===== src/rtl/btn_pkg.sv =====
// Shared types and default timing constants for the pushbutton debounce bank.
// Defaults assume a 1 ms sample strobe.
package btn_pkg;

  typedef enum logic [1:0] {
    IDLE      = 2'd0,
    HOLD_WAIT = 2'd1,
    REPEAT    = 2'd2
  } rpt_state_e;

  localparam int DEF_NUM_BTN   = 5;
  localparam int DEF_DEPTH     = 10;
  localparam int DEF_RPT_DELAY = 500;
  localparam int DEF_RPT_RATE  = 100;
  localparam int DEF_CNT_W     = 10;

endpackage


===== src/rtl/btn_debounce_chan.sv =====
// One button channel: 2-flop synchroniser, sampled history with hysteresis,
// registered press/release strobes and an auto-repeat FSM.
//   state     | meaning
//   IDLE      | button released, waiting for a debounced press
//   HOLD_WAIT | held, counting samples up to the first repeat
//   REPEAT    | held, strobing every RPT_RATE samples
module btn_debounce_chan
  import btn_pkg::*;
#(
  parameter int DEPTH     = DEF_DEPTH,
  parameter int RPT_DELAY = DEF_RPT_DELAY,
  parameter int RPT_RATE  = DEF_RPT_RATE,
  parameter int CNT_W     = DEF_CNT_W
) (
  input  logic clk,
  input  logic rst,
  input  logic sample_en,
  input  logic btn_raw,
  input  logic rpt_en,
  output logic btn_level,
  output logic btn_press,
  output logic btn_release,
  output logic btn_repeat
);

  localparam logic [CNT_W-1:0] DLY_LAST  = CNT_W'(RPT_DELAY - 1);
  localparam logic [CNT_W-1:0] RATE_LAST = CNT_W'(RPT_RATE - 1);

  logic             sync1_q, sync1_d, sync2_q, sync2_d;
  logic [DEPTH-1:0] hist_q, hist_d;
  logic             level_q, level_d;
  logic             press_q, press_d;
  logic             release_q, release_d;
  logic             repeat_q, repeat_d;
  rpt_state_e       state_q, state_d;
  logic [CNT_W-1:0] cnt_q, cnt_d;
  logic             all_ones, all_zeros, fall_now;

  always_comb begin
    sync1_d   = btn_raw;
    sync2_d   = sync1_q;
    hist_d    = sample_en ? {hist_q[DEPTH-2:0], sync2_q} : hist_q;
    all_ones  = &hist_q;
    all_zeros = ~|hist_q;
    level_d   = level_q;
    if (all_ones) begin
      level_d = 1'b1;
    end else if (all_zeros) begin
      level_d = 1'b0;
    end
    press_d   = all_ones & ~level_q;
    release_d = all_zeros & level_q;
    // A release is already certain once the incoming history is all zeros,
    // so a repeat due on that same sample is dropped.
    fall_now  = level_q & ~|hist_d;
  end

  always_comb begin
    state_d  = state_q;
    cnt_d    = cnt_q;
    repeat_d = 1'b0;
    if (fall_now) begin
      state_d = IDLE;
      cnt_d   = '0;
    end else begin
      case (state_q)
        IDLE: begin
          if (press_d) begin
            state_d = HOLD_WAIT;
            cnt_d   = '0;
          end
        end
        HOLD_WAIT: begin
          if (sample_en && level_q) begin
            if (cnt_q == DLY_LAST) begin
              if (rpt_en) begin
                repeat_d = 1'b1;
                cnt_d    = '0;
                state_d  = REPEAT;
              end
            end else begin
              cnt_d = cnt_q + 1'b1;
            end
          end
        end
        REPEAT: begin
          if (sample_en && rpt_en) begin
            if (cnt_q == RATE_LAST) begin
              repeat_d = 1'b1;
              cnt_d    = '0;
            end else begin
              cnt_d = cnt_q + 1'b1;
            end
          end
        end
        default: begin
          state_d = IDLE;
          cnt_d   = '0;
        end
      endcase
    end
  end

  always_ff @(posedge clk or posedge rst) begin
    if (rst) begin
      sync1_q   <= 1'b0;
      sync2_q   <= 1'b0;
      hist_q    <= '0;
      level_q   <= 1'b0;
      press_q   <= 1'b0;
      release_q <= 1'b0;
      repeat_q  <= 1'b0;
      state_q   <= IDLE;
      cnt_q     <= '0;
    end else begin
      sync1_q   <= sync1_d;
      sync2_q   <= sync2_d;
      hist_q    <= hist_d;
      level_q   <= level_d;
      press_q   <= press_d;
      release_q <= release_d;
      repeat_q  <= repeat_d;
      state_q   <= state_d;
      cnt_q     <= cnt_d;
    end
  end

  assign btn_level   = level_q;
  assign btn_press   = press_q;
  assign btn_release = release_q;
  assign btn_repeat  = repeat_q;

endmodule


===== src/rtl/btn_debounce_bank.sv =====
// Bank of NUM_BTN independent debounced pushbutton channels sharing one
// external sample strobe.
module btn_debounce_bank
  import btn_pkg::*;
#(
  parameter int NUM_BTN   = DEF_NUM_BTN,
  parameter int DEPTH     = DEF_DEPTH,
  parameter int RPT_DELAY = DEF_RPT_DELAY,
  parameter int RPT_RATE  = DEF_RPT_RATE,
  parameter int CNT_W     = DEF_CNT_W
) (
  input  logic               clk,
  input  logic               rst,
  input  logic               sample_en,
  input  logic [NUM_BTN-1:0] btn_raw,
  input  logic [NUM_BTN-1:0] rpt_en,
  output logic [NUM_BTN-1:0] btn_level,
  output logic [NUM_BTN-1:0] btn_press,
  output logic [NUM_BTN-1:0] btn_release,
  output logic [NUM_BTN-1:0] btn_repeat
);

  for (genvar i = 0; i < NUM_BTN; i++) begin : g_chan
    btn_debounce_chan #(
      .DEPTH    (DEPTH),
      .RPT_DELAY(RPT_DELAY),
      .RPT_RATE (RPT_RATE),
      .CNT_W    (CNT_W)
    ) u_chan (
      .clk        (clk),
      .rst        (rst),
      .sample_en  (sample_en),
      .btn_raw    (btn_raw[i]),
      .rpt_en     (rpt_en[i]),
      .btn_level  (btn_level[i]),
      .btn_press  (btn_press[i]),
      .btn_release(btn_release[i]),
      .btn_repeat (btn_repeat[i])
    );
  end

endmodule


===== config.mk =====
export PLATFORM = sky130hd
export DESIGN_NAME = btn_debounce_bank
export DESIGN_NICKNAME = d
export VERILOG_FILES = /design/src/rtl/btn_pkg.sv /design/src/rtl/btn_debounce_chan.sv /design/src/rtl/btn_debounce_bank.sv
export SDC_FILE = /design/constraint.sdc
export NUM_CORES = 1
export LEC_CHECK = 0
export ABC_AREA = 1
export CAP_MARGIN = 10
export CORE_MARGIN = 2
export CORE_UTILIZATION = 40
export CTS_BUF_LIST = sky130_fd_sc_hd__clkbuf_8
export CTS_CLUSTER_SIZE = 40
export DETAILED_ROUTE_END_ITERATION = 8
export DONT_BUFFER_PORTS = 1
export SYNTH_ARGS = -nofsm -noshare
export SYNTH_HDL_FRONTEND = slang
export SYNTH_SLANG_ARGS = --single-unit

===== constraint.sdc =====
create_clock -name clk -period 5.6 [get_ports clk]
set_input_delay 0.84 -clock clk [delete_from_list [all_inputs] [get_ports clk]]
set_output_delay 0.84 -clock clk [all_outputs]
set_load 0.02 [all_outputs]

======== Yosys cells after proc, flatten, opt, wreduce, memory -nomap -nowiden ========
Index checks and enable logic that the tools add are counted.
storage, ports and cells
  register bits after elaboration ......... 140
cells by class
  bitwise logic cells ..................... 20
  reduce and logical (&&, ||, !) cells .... 50
  eq/ne operators ......................... 60
  muxes and demuxes ....................... 120
  add/subtract/negate cells ............... 5
operator list
  kind                                                   number
  two-way mux 10 bit                                     40
  case mux 10 bit (3 select lines)                       5
  OR reduction 10 bit                                    10
  != test 3 x 1 -> 1 bit (second input constant)         20
  adder 10 x 1 -> 10 bit (second input constant)         5
  equality test 10 x 7 -> 1 bit (second input constant)  5
  equality test 10 x 9 -> 1 bit (second input constant)  5
  two-way mux 2 bit                                      25
  AND reduction 10 bit                                   5
  two-way mux 1 bit                                      40
  case mux 2 bit (3 select lines)                        5
  AND reduction 5 bit                                    5
  != test 2 x 1 -> 1 bit (second input constant)         10
  != test 4 x 3 -> 1 bit (second input constant)         5
  AND reduction 4 bit                                    5
  AND 1 bit                                              15
  != test 3 x 2 -> 1 bit (second input constant)         5
  equality test 2 x 1 -> 1 bit (second input constant)   5
  equality test 2 bit (second input constant)            5
  logical AND 1 bit                                      10
  logical NOT 1 bit                                      10
  logical NOT 2 bit                                      5
  case mux 1 bit (2 select lines)                        5
  inverter 1 bit                                         5

======== Depth between registers and ports, before layout ========
  word-level depth ........................ 6
  mapped depth ............................ 14
  mapped depth without buffers ............ 12

======== Modules after synthesis ========
Synthesis repeated with hierarchy kept, for this count alone.
second synthesis, totals
  cell total of the unflattened synthesis .. 1328
  area total of the unflattened synthesis .. 9500.4 µm²
modules (own cells, without submodules)
  module                                     area each (µm²)  times used  sequential area each (µm²)  cells each
  btn_debounce_chan at g_chan[0].u_chan ...  1905.6           3           700.7                       268
  btn_debounce_chan at g_chan[4].u_chan      1896.8           1           700.7                       262
  btn_debounce_chan at g_chan[3].u_chan      1886.8           1           700.7                       262

======== Least setup slack after synthesis ========
Ideal clock, no wire load.
  kind .................................... input to register
  start point ............................. input sample_en
  end point ............................... register g_chan[4].u_chan.cnt_q[0]
  arrival ................................. 2.021 ns
  slack ................................... 3.461 ns
  data required time ...................... 5.482 ns
  library setup time ...................... 0.118 ns
  stages on the path ...................... 11
  cells stage by stage .................... buf_6 buf_6 buf_6 nand2_1 nand3_1 nor2_1 nand3_2 nand4_1 nand3_2 nand2_1 nand2_1
between the ends
  word-level cells in the longest chain between the ends .. 6
RTL lines
  what                                                                               RTL line                  source
  start: declaration                                                                 btn_debounce_bank.sv:14   input logic sample_en,
  two-way mux 10 bit                                                                 btn_debounce_chan.sv:42   hist_d = sample_en ? {hist_q[DEPTH-2:0], sync2_q} : hist_q;
  OR reduction 10 bit                                                                btn_debounce_chan.sv:55   fall_now = level_q & ~|hist_d;
  logical NOT 1 bit                                                                  btn_debounce_chan.sv:55
  AND 1 bit                                                                          btn_debounce_chan.sv:55
  != test 4 x 3 -> 1 bit (no line) / != test 3 x 1 -> 1 bit (equally long branches)  n/a
  AND reduction 4 bit (no line)                                                      n/a
  end signal: assignment                                                             btn_debounce_chan.sv:124  cnt_q <= cnt_d;
  end: declaration                                                                   btn_debounce_chan.sv:36   logic [CNT_W-1:0] cnt_q, cnt_d;
Several ways; a longest one is shown, not always the timed one.
A chain may end at the register's enable or synchronous reset.

======== Final worst setup path ========
  start point ............................. input sample_en
  end point ............................... register g_chan[2].u_chan.cnt_q[1]
between the ends
  word-level cells in the longest chain between the ends .. 6
RTL lines
  what                                                                               RTL line
  two-way mux 10 bit                                                                 btn_debounce_chan.sv:42
  OR reduction 10 bit                                                                btn_debounce_chan.sv:55
  logical NOT 1 bit                                                                  btn_debounce_chan.sv:55
  AND 1 bit                                                                          btn_debounce_chan.sv:55
  != test 4 x 3 -> 1 bit (no line) / != test 3 x 1 -> 1 bit (equally long branches)  n/a
  AND reduction 4 bit (no line)                                                      n/a
  end signal: assignment                                                             btn_debounce_chan.sv:124
  end: declaration                                                                   btn_debounce_chan.sv:36
Several ways; a longest one is shown, not always the timed one.

==> metrics.yaml <==
grt.met2_usage_pct: 25.5
hold_end: "g_chan[1].u_chan.sync2_q"
postCtsHoldBufs: 0
max-slew-margin-rel_pct: 45.7
use_met1_pct: 23.1
grt_remaining_overflow: 0
synth_xor_xnor_area_share_pct: 1.95
fin_setup_tns_ns: 0
synth_fa_ha_area_share_pct: 3.47
groute.usage.overall_pct: 16.5
synth_top_area_share_pct: 38.9
slew_viol_final: 0
fmax_ghz: 0.411
synth_compound_area_share_pct: 3.88
num_antenna_cells: 0
postCtsSetupBuffers: 0
fin_skew_ns: 0.0130
critical_path_class: "input pin to flop"
synth_async_sr_flop_share_pct: 100
yosys.area.top_type: "dfrtp_1"
required_ns: 5.94
tightest_slew_ns: 0.814
dieArea_sq_mm: 0.0237
min_period_ns: 2.43
synth_top_family_by_area: "simple AND/OR/NAND/NOR gates"
power_density_mw_per_mm2: 336
ys_seq_elements: 140
worstSetupEndpointType: "flop"
avgRoutedWirePerCell_um: 12.0
reg2reg_depth: 11
cts-root-buf: "clkbuf_8"
first_pass_iters: 5
syn_area_sq_mm: 0.00900
ys_warn_count: 0
area_delta_synth_final_pct: 4.64
synth.avg_cell_area_sq_um: 6.95
rsz0062_at_grt: "no"
drt_wl_total_mm: 18.8
min_path_cells: 0
die_h_um: 154
coreArea_sq_mm: 0.0220
cts_buffers: 17
synth_edf_count: 0
io_pins: 33
chipWidth_um: 154
clk_latency_ns: 0.46
fin_nets: 1310
portBuffers: 0
rows: 54
worst_ep_arrival_time_ns: 2.77
grt_max_degree: 90
hp-start: "g_chan[1].u_chan.sync1_q"
ctsResizeCount: 0
max-clock-path-buffers: 2
start_util_pct: 41.0
num-fill-cells: 2258
cts.sinks: 140
cp_max_fo: 84
dr.first_iter.drc_count: 499
hold_viol_final: 0
synth.area.top_cells: "dfrtp_1 (39%), nand2_1 (20%), inv_1 (7.3%), nor2_1 (5.3%), nand3_1 (4.9%)"
layout_setup_ws_ns: 3.17
maxCapViolations: 0
peakVddDrop_v: 0.000175
synthMuxAreaShare_pct: 0
outcome: "completed"
rrSetupSlack_ns: 3.31
power.total_mw: 3.17
synth.most_common_cell: "nand2_1"
r2r_start: "g_chan[0].u_chan.cnt_q[0]"
period_share_pct: 43.4
grt_pass1_wl_mm: 32.4
start_kind: "input pin"
path_clk_slew_ns: 0.07
route.vias.total: 7567
htreeDepth: 4
yosysSeqAreaShare_pct: 38.9
netlist-cell-type-count: 35
viasPerCell: 4.84
drive_gt1_share_pct: 6.61
busiest_layer: "met2"
startpoint: "sample_en"
netlist_top_cells_count: "nand2_1 (487), inv_1 (175), dfrtp_1 (140), nor2_1 (128), nand3_1 (88)"
grt_pass1_vias: 6767
synth_fp_nets: 1333
syn_inst: 1295
hold_class: "flop to flop"
synthFlopType: "dfrtp_1"
cts_tree: "done"
place_congestion: 0.847
drc: 0
synth-simple-area-share_pct: 40.8
utilization_pct: 42.9
gr-usage-met3_pct: 2.99
setup_viol: 0
place_hpwl_mm: 12.8
antenna_found_initial: 0
r2r-end: "g_chan[0].u_chan.cnt_q[4]"
power_leakage_nw: 4.86
pre_cts_slack_ns: 2.73
drtAntennaViolNets: 0
-- worst max path at each step --
stage	cells after the start	slack, ns	end
after floorplan	1	1.01	g_chan[0].u_chan.btn_level
after global placement	12	2.82	g_chan[2].u_chan.cnt_q[9]
after detailed placement	12	2.73	g_chan[2].u_chan.cnt_q[1]
after CTS	12	3.23	g_chan[2].u_chan.cnt_q[1]
after global routing	12	2.91	g_chan[2].u_chan.cnt_q[1]
final	12	3.17	g_chan[2].u_chan.cnt_q[1]
-- kinds of logic after synthesis --
family,Yosys count
AO/OA/AOI/OAI,57
XOR/XNOR,20
adder cells (fa/ha/maj),25
buffers and inverters,224
flip-flops,140
AND/OR/NAND/NOR,829
-- through the flow --
step | instances | hold WS (ns) | cell area, sq um
floorplan | 1295 | 0.331 | 9000
global placement | 1533 | 0.333 | 9060
detailed placement | 1533 | 0.337 | 9060
CTS | 1565 | 0.355 | 9420
global route | 1565 | 0.370 | 9420
finish | 1565 | 0.351 | 9420
-- where the power goes --
group,internal [mW],total [mW],switching (mW)
Clock,0.348,0.766,0.418
Combinational,0.345,1.14,0.790
Sequential,1.13,1.27,0.141
Total,1.82,3.17,1.35
-- placed cells by master (no fill, tap or decap) --
master      Yosys  layout
o21bai_1        2       2
clkbuf_8        0      17
o22ai_1         1       1
a211oi_1        1       1
nand3_4         2       2
a21oi_1         4       4
nor4_1         15      15
nor3b_1         3       3
o211ai_1        1       1
nand3b_1        9       9
nor2_4          3       3
nand2_1       487     487
o21a_1          3       3
xor2_1         15      15
clkinvlp_4      0       4
nor2_1        128     128
xnor2_1         5       5
ha_1           25      25
inv_6           0       2
clkinv_4        0       4
o21ai_0        25      25
nand3_1        88      88
dfrtp_1       140     140
o21ai_1         8       8
clkinv_2        0       4
o21ai_2         8       8
buf_4          23       1
o2111ai_1       4       4
nor2_8          4       4
nor3_1         27      27
nand2_2         7       7
nand4_1        34      34
nor2_2          6       6
bufinv_16       0       1
nand2_4         4       4
inv_1         175     175
nand3_2        12      12
inv_2           6       6
-- sequential cells by signal, summed over array words and instances, names as in the netlist --
signal	count
g_chan.u_chan.btn_release	5
g_chan.u_chan.sync1_q	5
g_chan.u_chan.cnt_q	50
g_chan.u_chan.btn_repeat	5
g_chan.u_chan.btn_level	5
g_chan.u_chan.sync2_q	5
g_chan.u_chan.hist_q	50
g_chan.u_chan.state_q	10
g_chan.u_chan.btn_press	5
-- metal layers --
layer / vias to the layer above / wire length, um
li1: 3987 / -
met1: 3464 / 9750
met2: 101 / 8310
met3: 15 / 553
met4: 0 / 232
met5: - / 0
-- area by class of cell --
| type | instances | area (sq um) | area share (%) |
|---|---|---|---|
| Clock buffer | 17 | 234 | 2.48 |
| Tap cell | 280 | 350 | 3.72 |
| Timing Repair Buffer | 1 | 7.51 | 0.0797 |
| Inverter | 181 | 684 | 7.27 |
| Sequential cell | 140 | 3500 | 37.2 |
| Multi-Input combinational cell | 931 | 4510 | 47.9 |
| Clock inverter | 15 | 128 | 1.35 |
-- worst max-delay path, stage by stage --
cell and delay, ns:
inv_2 0.43, nand2_1 0.09, nand2_1 0.10, nand2_1 0.06, nor2_1 0.10, nand3_1 0.34, nand2_1 0.18, nand2_1 0.19
inv_1 0.15, nand2_4 0.10, nand2_1 0.07, nand2_1 0.05
Note: power is estimated with default switching activity, not from simulation.
